File: src/rtl/mem_bus_bridge_if.sv
// Signal bundle between the core's memory port and the SoC bus.
// The bridge uses the slave view; the environment around it uses the master view.
interface mem_bus_bridge_if;
    logic        cpu_valid;
    logic [31:0] cpu_addr;
    logic [31:0] cpu_wdata;
    logic [3:0]  cpu_wstrb;
    logic        cpu_ready;
    logic [31:0] cpu_rdata;
    logic        cpu_fault;
    logic        bus_valid;
    logic [31:0] bus_addr;
    logic [31:0] bus_wdata;
    logic [3:0]  bus_wstrb;
    logic        bus_ready;
    logic [31:0] bus_rdata;

    modport slave (
        input  cpu_valid, cpu_addr, cpu_wdata, cpu_wstrb, bus_ready, bus_rdata,
        output cpu_ready, cpu_rdata, cpu_fault, bus_valid, bus_addr, bus_wdata, bus_wstrb
    );

    modport master (
        output cpu_valid, cpu_addr, cpu_wdata, cpu_wstrb, bus_ready, bus_rdata,
        input  cpu_ready, cpu_rdata, cpu_fault, bus_valid, bus_addr, bus_wdata, bus_wstrb
    );
endinterface

File: src/rtl/mem_bus_bridge.sv
// Registered bridge from the multicycle core's memory port to the SoC bus.
// Captures one request, runs a valid/ready bus transfer, and returns a
// one-cycle completion pulse with read data or a timeout fault.
//
// state  | meaning
// -------+-------------------------------------------------------------
// S_IDLE | waiting for cpu_valid; captures the request into bus_* regs
// S_REQ  | bus_valid high, waiting for bus_ready or the wait timeout
// S_RESP | cpu_ready pulse; no new request is taken in this cycle
module mem_bus_bridge #(
    parameter int TIMEOUT_CYCLES = 1024,
    parameter int CNT_WIDTH      = 11
) (
    input  logic             clk,
    input  logic             reset,
    mem_bus_bridge_if.slave  io
);

    typedef enum logic [1:0] {
        S_IDLE = 2'd0,
        S_REQ  = 2'd1,
        S_RESP = 2'd2
    } state_t;

    // TIMEOUT_CYCLES of 0 disables the timeout; TO_LAST is then unused.
    localparam bit                   TO_EN   = (TIMEOUT_CYCLES != 0);
    localparam logic [CNT_WIDTH-1:0] TO_LAST = TO_EN ? CNT_WIDTH'(TIMEOUT_CYCLES - 1) : '0;

    state_t               r_state;
    logic [CNT_WIDTH-1:0] r_cnt;
    logic                 r_bus_valid;
    logic [31:0]          r_bus_addr;
    logic [31:0]          r_bus_wdata;
    logic [3:0]           r_bus_wstrb;
    logic                 r_cpu_ready;
    logic [31:0]          r_cpu_rdata;
    logic                 r_cpu_fault;

    logic                 w_is_read;
    logic                 w_timeout;
    logic                 w_cnt_sat;

    assign w_is_read = (r_bus_wstrb == 4'b0000);
    assign w_timeout = TO_EN && (r_cnt == TO_LAST);
    assign w_cnt_sat = (r_cnt == {CNT_WIDTH{1'b1}});

    // Request/response sequencing; every output is a register so no path
    // runs combinationally from the bus side to the CPU side.
    always_ff @(posedge clk or posedge reset) begin
        if (reset) begin
            r_state     <= S_IDLE;
            r_cnt       <= '0;
            r_bus_valid <= 1'b0;
            r_bus_addr  <= '0;
            r_bus_wdata <= '0;
            r_bus_wstrb <= '0;
            r_cpu_ready <= 1'b0;
            r_cpu_rdata <= '0;
            r_cpu_fault <= 1'b0;
        end else begin
            r_cpu_ready <= 1'b0;
            case (r_state)
                S_IDLE: begin
                    if (io.cpu_valid) begin
                        r_bus_addr  <= io.cpu_addr;
                        r_bus_wdata <= io.cpu_wdata;
                        r_bus_wstrb <= io.cpu_wstrb;
                        r_cnt       <= '0;
                        r_bus_valid <= 1'b1;
                        r_state     <= S_REQ;
                    end
                end
                S_REQ: begin
                    // bus_ready takes priority over a timeout in the same cycle
                    if (io.bus_ready) begin
                        r_cpu_rdata <= w_is_read ? io.bus_rdata : 32'h0;
                        r_cpu_fault <= 1'b0;
                        r_bus_valid <= 1'b0;
                        r_cpu_ready <= 1'b1;
                        r_state     <= S_RESP;
                    end else if (w_timeout) begin
                        r_cpu_rdata <= 32'h0;
                        r_cpu_fault <= 1'b1;
                        r_bus_valid <= 1'b0;
                        r_cpu_ready <= 1'b1;
                        r_state     <= S_RESP;
                    end else if (!w_cnt_sat) begin
                        r_cnt <= r_cnt + CNT_WIDTH'(1);
                    end
                end
                S_RESP: begin
                    r_state <= S_IDLE;
                end
                default: begin
                    r_bus_valid <= 1'b0;
                    r_state     <= S_IDLE;
                end
            endcase
        end
    end

    assign io.bus_valid = r_bus_valid;
    assign io.bus_addr  = r_bus_addr;
    assign io.bus_wdata = r_bus_wdata;
    assign io.bus_wstrb = r_bus_wstrb;
    assign io.cpu_ready = r_cpu_ready;
    assign io.cpu_rdata = r_cpu_rdata;
    assign io.cpu_fault = r_cpu_fault;

endmodule

File: src/flat_wrapper.sv
// flat-port wrapper written by rule: the top's interface ports become plain ports
module mem_bus_bridge_flat 
#(
    parameter int TIMEOUT_CYCLES = 1024,
    parameter int CNT_WIDTH      = 11
)
  (clk, reset, io_cpu_valid, io_cpu_addr, io_cpu_wdata, io_cpu_wstrb, io_bus_ready, io_bus_rdata, io_cpu_ready, io_cpu_rdata, io_cpu_fault, io_bus_valid, io_bus_addr, io_bus_wdata, io_bus_wstrb);
  mem_bus_bridge_if io_i ();
  input  logic clk;
  input  logic reset;
  input wire logic [$bits(io_i.cpu_valid)-1:0] io_cpu_valid;
  input wire logic [$bits(io_i.cpu_addr)-1:0] io_cpu_addr;
  input wire logic [$bits(io_i.cpu_wdata)-1:0] io_cpu_wdata;
  input wire logic [$bits(io_i.cpu_wstrb)-1:0] io_cpu_wstrb;
  input wire logic [$bits(io_i.bus_ready)-1:0] io_bus_ready;
  input wire logic [$bits(io_i.bus_rdata)-1:0] io_bus_rdata;
  output wire logic [$bits(io_i.cpu_ready)-1:0] io_cpu_ready;
  output wire logic [$bits(io_i.cpu_rdata)-1:0] io_cpu_rdata;
  output wire logic [$bits(io_i.cpu_fault)-1:0] io_cpu_fault;
  output wire logic [$bits(io_i.bus_valid)-1:0] io_bus_valid;
  output wire logic [$bits(io_i.bus_addr)-1:0] io_bus_addr;
  output wire logic [$bits(io_i.bus_wdata)-1:0] io_bus_wdata;
  output wire logic [$bits(io_i.bus_wstrb)-1:0] io_bus_wstrb;
  assign io_i.cpu_valid = io_cpu_valid;
  assign io_i.cpu_addr = io_cpu_addr;
  assign io_i.cpu_wdata = io_cpu_wdata;
  assign io_i.cpu_wstrb = io_cpu_wstrb;
  assign io_i.bus_ready = io_bus_ready;
  assign io_i.bus_rdata = io_bus_rdata;
  assign io_cpu_ready = io_i.cpu_ready;
  assign io_cpu_rdata = io_i.cpu_rdata;
  assign io_cpu_fault = io_i.cpu_fault;
  assign io_bus_valid = io_i.bus_valid;
  assign io_bus_addr = io_i.bus_addr;
  assign io_bus_wdata = io_i.bus_wdata;
  assign io_bus_wstrb = io_i.bus_wstrb;
  mem_bus_bridge #(.TIMEOUT_CYCLES(TIMEOUT_CYCLES), .CNT_WIDTH(CNT_WIDTH)) u_core (.clk(clk), .reset(reset), .io(io_i));
endmodule
File: config.mk
export PLATFORM = sky130hd
export DESIGN_NAME = mem_bus_bridge_flat
export DESIGN_NICKNAME = d
export VERILOG_FILES = /design/src/rtl/mem_bus_bridge_if.sv /design/src/rtl/mem_bus_bridge.sv /design/src/flat_wrapper.sv
export SDC_FILE = /design/constraint.sdc
export NUM_CORES = 1
export LEC_CHECK = 0
export BUFFER_PORTS_ARGS = -buffer_cell sky130_fd_sc_hd__buf_2
export CAP_MARGIN = 20
export CORE_MARGIN = 2
export CORE_UTILIZATION = 47
export DETAILED_ROUTE_END_ITERATION = 8
export GPL_ROUTABILITY_DRIVEN = 0
export PLACE_DENSITY_LB_ADDON = 0.15
export RECOVER_POWER = 100
export SYNTH_ARGS = -nofsm -noshare
export SYNTH_HDL_FRONTEND = slang
export SYNTH_SLANG_ARGS = --single-unit
File: constraint.sdc
create_clock -name clk -period 5.4 [get_ports clk]
set_input_delay 1.08 -clock clk [delete_from_list [all_inputs] [get_ports clk]]
set_output_delay 1.08 -clock clk [all_outputs]
set_load 0.01 [all_outputs]
**Yosys cells after proc, flatten, opt, wreduce, memory -nomap -nowiden**

Index checks and enable logic that the tools add are counted.

- Register bits after elaboration: 116
- Latch bits: 0
- Bits in writable memories: 0
- Memory bits (read-only): 0
- Input port bits: 104
- Output and inout port bits: 103
- Word-level logic and storage cells: 50
- Memories: 0

- Add/subtract/negate cells: 1
- $mul: 0
- Divide/modulo/power cells: 0
- Order comparisons: 0
- Equality and inequality tests: 9
- Shift-type cells: 0
- Multiplexer cells: 21
- Bitwise logic cells: 1
- Reductions and logical operators: 9

Operator list:

| kind | count |
|---|---|
| $mux W32 | 3 |
| $mux W11 | 4 |
| $pmux W11 S2 | 1 |
| $add A11 B1 Y11 const B | 1 |
| $eq A11 B10 Y1 const B | 1 |
| $eq A11 B11 Y1 const B | 1 |
| $mux W1 | 8 |
| $ne A2 B2 Y1 const B | 4 |
| $mux W2 | 3 |
| $reduce_and A2 Y1 | 3 |
| $reduce_and A5 Y1 | 1 |
| $logic_not A4 Y1 | 1 |
| $pmux W2 S2 | 1 |
| $reduce_bool A2 Y1 | 2 |
| $ne A3 B2 Y1 const B | 1 |
| $pmux W1 S3 | 1 |
| $reduce_and A3 Y1 | 1 |
| $eq A2 B1 Y1 const B | 1 |
| $eq A2 B2 Y1 const B | 1 |
| $logic_not A2 Y1 | 1 |
| $not A1 Y1 | 1 |

**Logic depth before layout (Yosys ltp)**

- Word-level depth: 5
- Gate-level depth with buffers: 7
- Depth with buffers taken out: 5

**Worst setup path after synthesis**

No wires, ideal clock.

- Path kind: input to register
- Start: input port io_cpu_valid
- End: register u_core.r_bus_addr[0], in the netlist u_core.io.bus_addr[0]
- Library setup time: 0.117 ns
- Data arrival time: 2.021 ns
- Required time: 5.283 ns
- Setup slack: 3.261 ns
- Cell stages on the path: 6
- Path buffers: 3
- Cell sequence: or3b_1 -> clkbuf_1 -> buf_2 -> buf_1 -> nand2_1 -> nand2_1

- Longest elaborated chain between the ends: 1

RTL lines:

| element | RTL line | source |
|---|---|---|
| from (decl) | flat_wrapper.sv:11 | `input wire logic [$bits(io_i.cpu_valid)-1:0] io_cpu_valid;` |
| $reduce_and A2 Y1 (no source line) | -- |  |
| to (signal assigned) | mem_bus_bridge.sv:65 | `r_bus_addr <= io.cpu_addr;` |
| to (decl) | mem_bus_bridge.sv:32 | `logic [31:0] r_bus_addr;` |

No other way between the ends.
A chain may end at the register's enable or synchronous reset.

==> flow_summary.rst <==
.. list-table::
   :header-rows: 1

   * - Metric
     - Value
   * - Dominant register cell in the synthesized netlist
     - dfrtp_1
   * - Power density cells
     - 561 nW/um2
   * - Post-detailed-route via-to-cell ratio
     - 4.83
   * - Die extent in y
     - 103 um
   * - Number of enable-type register cells in the synthesized netlist
     - 0
   * - DP Wirelength
     - 7890 um
   * - CTS sink cnt
     - 116
   * - Ratio of cells with drive above 1 in the final layout
     - 0.218
   * - Final wirelength
     - 11400 um
   * - Biggest cell delay along the critical path
     - 1.88 ns
   * - Bufs on Longest Clock Path
     - 2
   * - Root cell of the clock tree
     - clkbuf_8
   * - First-pass iteration count of the detailed router
     - 4
   * - Run status
     - finished, violations left
   * - Effective utilization at floorplan
     - 0.478
   * - Vias after detailed routing
     - 3881
   * - Clock latency at the later pin of the worst-skew pair
     - 0.51 ns
   * - Total CTS buffers
     - 17
   * - Die outline area
     - 10600 um2
   * - Routed wire per std cell
     - 14.2 um
   * - Max Clock Freq
     - 315 MHz
   * - Final hold violation count
     - 0
   * - Clock Pin Slew Worst Setup and Hold Paths
     - 0.06 ns
   * - Global-route wire length before repair
     - 18000 um
   * - Mean Syn Cell Area
     - 10.2 um2
   * - Number of setup violations in the final report
     - 0
   * - Number of setup buffers added after CTS
     - 0
   * - DRC Markers
     - 0
   * - Number of filler instances in the final layout
     - 907
   * - # nets final
     - 762
   * - Area of the mapped netlist
     - 4600 um2
   * - Number of antenna violations at the first check in global routing
     - 0
   * - Worst-path cell with the longest stage delay
     - clkinvlp_2
   * - Max Fanout on Critical Path
     - 79
   * - Core Footprint
     - 9640 um2
   * - Non-filler cells in the finished layout
     - 803
   * - Sum of negative setup slack
     - 0 ns
   * - Setup repair after global routing missed its margin
     - false
   * - TritonCTS clock tree
     - done
   * - Setup crit end kind
     - asynchronous set/reset pin
   * - Number of buffers inserted for hold repair after clock tree synthesis
     - 0
   * - Sequential-to-total area share from yosys stat
     - 0.630
   * - Kind of start point of the critical path
     - primary input
   * - # placed instances
     - 770
   * - Pleak
     - 3.26 nW
   * - Highest ir drop seen on vdd
     - 0.278 mV
   * - Final-report max-slew violation count
     - 80
   * - Slew margin rel.
     - -1.26
   * - Most frequent cells in the layout
     - nand2_1, dfrtp_1, clkbuf_1
   * - Die X
     - 103 um
   * - Max-capacitance violation count
     - 1
   * - Distinct cell type count of the synthesized netlist
     - 37
   * - Clock period minus worst slack
     - 3.18 ns
   * - Number of gates resized after cts
     - 0
   * - Proportion of synthesized flip-flops having asynchronous set or reset
     - 1.00
   * - Remaining Overflow, GRT
     - 0
   * - Worst-path cell chain
     - buf_2, clkinvlp_2, buf_4
   * - Via count of the first global-routing pass
     - 3735
   * - All-Layer GR Usage
     - 0.222
   * - Synthesized instance count
     - 453
   * - Type of the tightest min-delay check
     - register to register
   * - Post-route ant nets
     - 0
   * - Number of nets produced by synthesis
     - 558
   * - Initial DRC count
     - 152
   * - Pin count of the biggest net entering global routing
     - 80
   * - Number of rows created at floorplan
     - 36
   * - Arrival time of data at the critical path endpoint
     - 3.81 ns
   * - Required @ worst endpoint
     - 6.03 ns
   * - I/O pin count
     - 207
   * - Synth Warn #
     - 0
   * - Tcrit/Tclk final
     - 0.589
   * - #FFs+latches synth
     - 116
   * - Most common library cell in the layout ignoring fill and taps
     - nand2_1
   * - Tightest Pin Transition
     - 3.37 ns
   * - Failing checks
     - max-capacitance violations, max-slew violations
   * - Number of antenna cells inserted
     - 0
   * - Total number of H-tree levels
     - 4
   * - Total of buffers placed on input and output ports
     - 206
   * - Relative area change from synthesis to final layout
     - 34.8%
   * - Crit Path Class
     - primary input to asynchronous set/reset pin
   * - Clock skew
     - 0.0112 ns
critical path, delay by kind of cell:
kind / cells / cell delay (ns)
buf+inv: 3 / 2.66
area by class of cell:
cell class                      count  area, um2  share of cell area
Tap cell                          133        166              0.0268
Clock inverter                     13        230              0.0371
Inverter                            9       35.0             0.00564
Multi-Input combinational cell    302       1500               0.241
Clock buffer                       19        432              0.0695
Timing Repair Buffer              211        946               0.152
Sequential cell                   116       2900               0.468
cells in the mapped netlist, types with 2 or more instances:
cell type / instances / area, um2
nor2_1: 5 / 18.8
a31oi_1: 3 / 18.8
a41o_1: 2 / 20.0
a21oi_1: 2 / 10.0
and3_1: 2 / 12.5
inv_1: 9 / 33.8
mux2i_1: 3 / 30.0
a21o_1: 3 / 22.5
a22o_1: 32 / 280
nand2b_1: 5 / 31.3
dfrtp_1: 116 / 2900
buf_6: 4 / 45.0
buf_2: 10 / 50.1
a21oi_2: 4 / 35.0
nand2_1: 213 / 800
nand3_1: 7 / 35.0
nand4_1: 3 / 18.8
clkbuf_1: 11 / 41.3
flip-flops by register name (all words and copies together) (netlist names):
name,cells
u_core.io.cpu_ready,1
u_core.io.bus_valid,1
u_core.io.bus_wdata,32
u_core.r_state,2
u_core.io.bus_wstrb,4
u_core.io.bus_addr,32
u_core.io.cpu_fault,1
u_core.io.cpu_rdata,32
u_core.r_cnt,11
metal layers:
metal	GRT usage	routed length, um
met1	0.272	4720
met2	0.363	5840
met3	0.0847	710
met4	0.0759	146
met5	0	0
stage by stage:
step           total power [W]  instance area, um2  hold WS (ns)  utilization  worst slack, ns
3_3_place_gp           0.00230                5710         0.453        0.592             2.75
4_1_cts                0.00360                6370         0.472        0.661             3.12
2_1_floorplan          0.00188                4600         0.489            -             1.25
6_report               0.00349                6210         0.469        0.644             2.22
5_1_grt                0.00370                6210         0.492        0.644             1.67
3_5_place_dp           0.00234                5710         0.458        0.592             2.74
final timing paths:
| path | cells past startpoint | slack (ns) | from | endpoint |
|---|---|---|---|---|
| max | 3 | 2.22 | reset | u_core.io.cpu_ready |
| min | 2 | 0.47 | u_core.io.bus_wdata[8] | u_core.io.bus_wdata[8] |
| max reg2reg | 5 | 2.44 | u_core.r_cnt[0] | u_core.io.cpu_rdata[16] |
| min reg2reg | 2 | 0.47 | u_core.io.bus_wdata[8] | u_core.io.bus_wdata[8] |
| max in group clk | 5 | 2.44 | u_core.r_cnt[0] | u_core.io.cpu_rdata[16] |
| min in group asynchronous | 2 | 1.55 | reset | u_core.io.bus_wdata[3] |
power by group:
part / total, W / internal, W / switching, W
clock network: 0.00124 / 0.000853 / 0.000389
logic: 0.000881 / 0.000323 / 0.000558
registers: 0.00136 / 0.00118 / 0.000185
cell families (layout without fill, tap and decap cells):
group / count (synthesis) / after routing / share of synthesized area
flip-flops: 116 / 116 / 0.630
AND/OR/NAND/NOR: 244 / 244 / 0.215
multiplexers: 4 / 4 / 0.00897
adder cells (fa/ha/maj): 1 / 1 / 0.00272
AO/OA/AOI/OAI: 53 / 53 / 0.105
buffers and inverters: 35 / 252 / 0.0378
(Power assumes the default switching activity.)
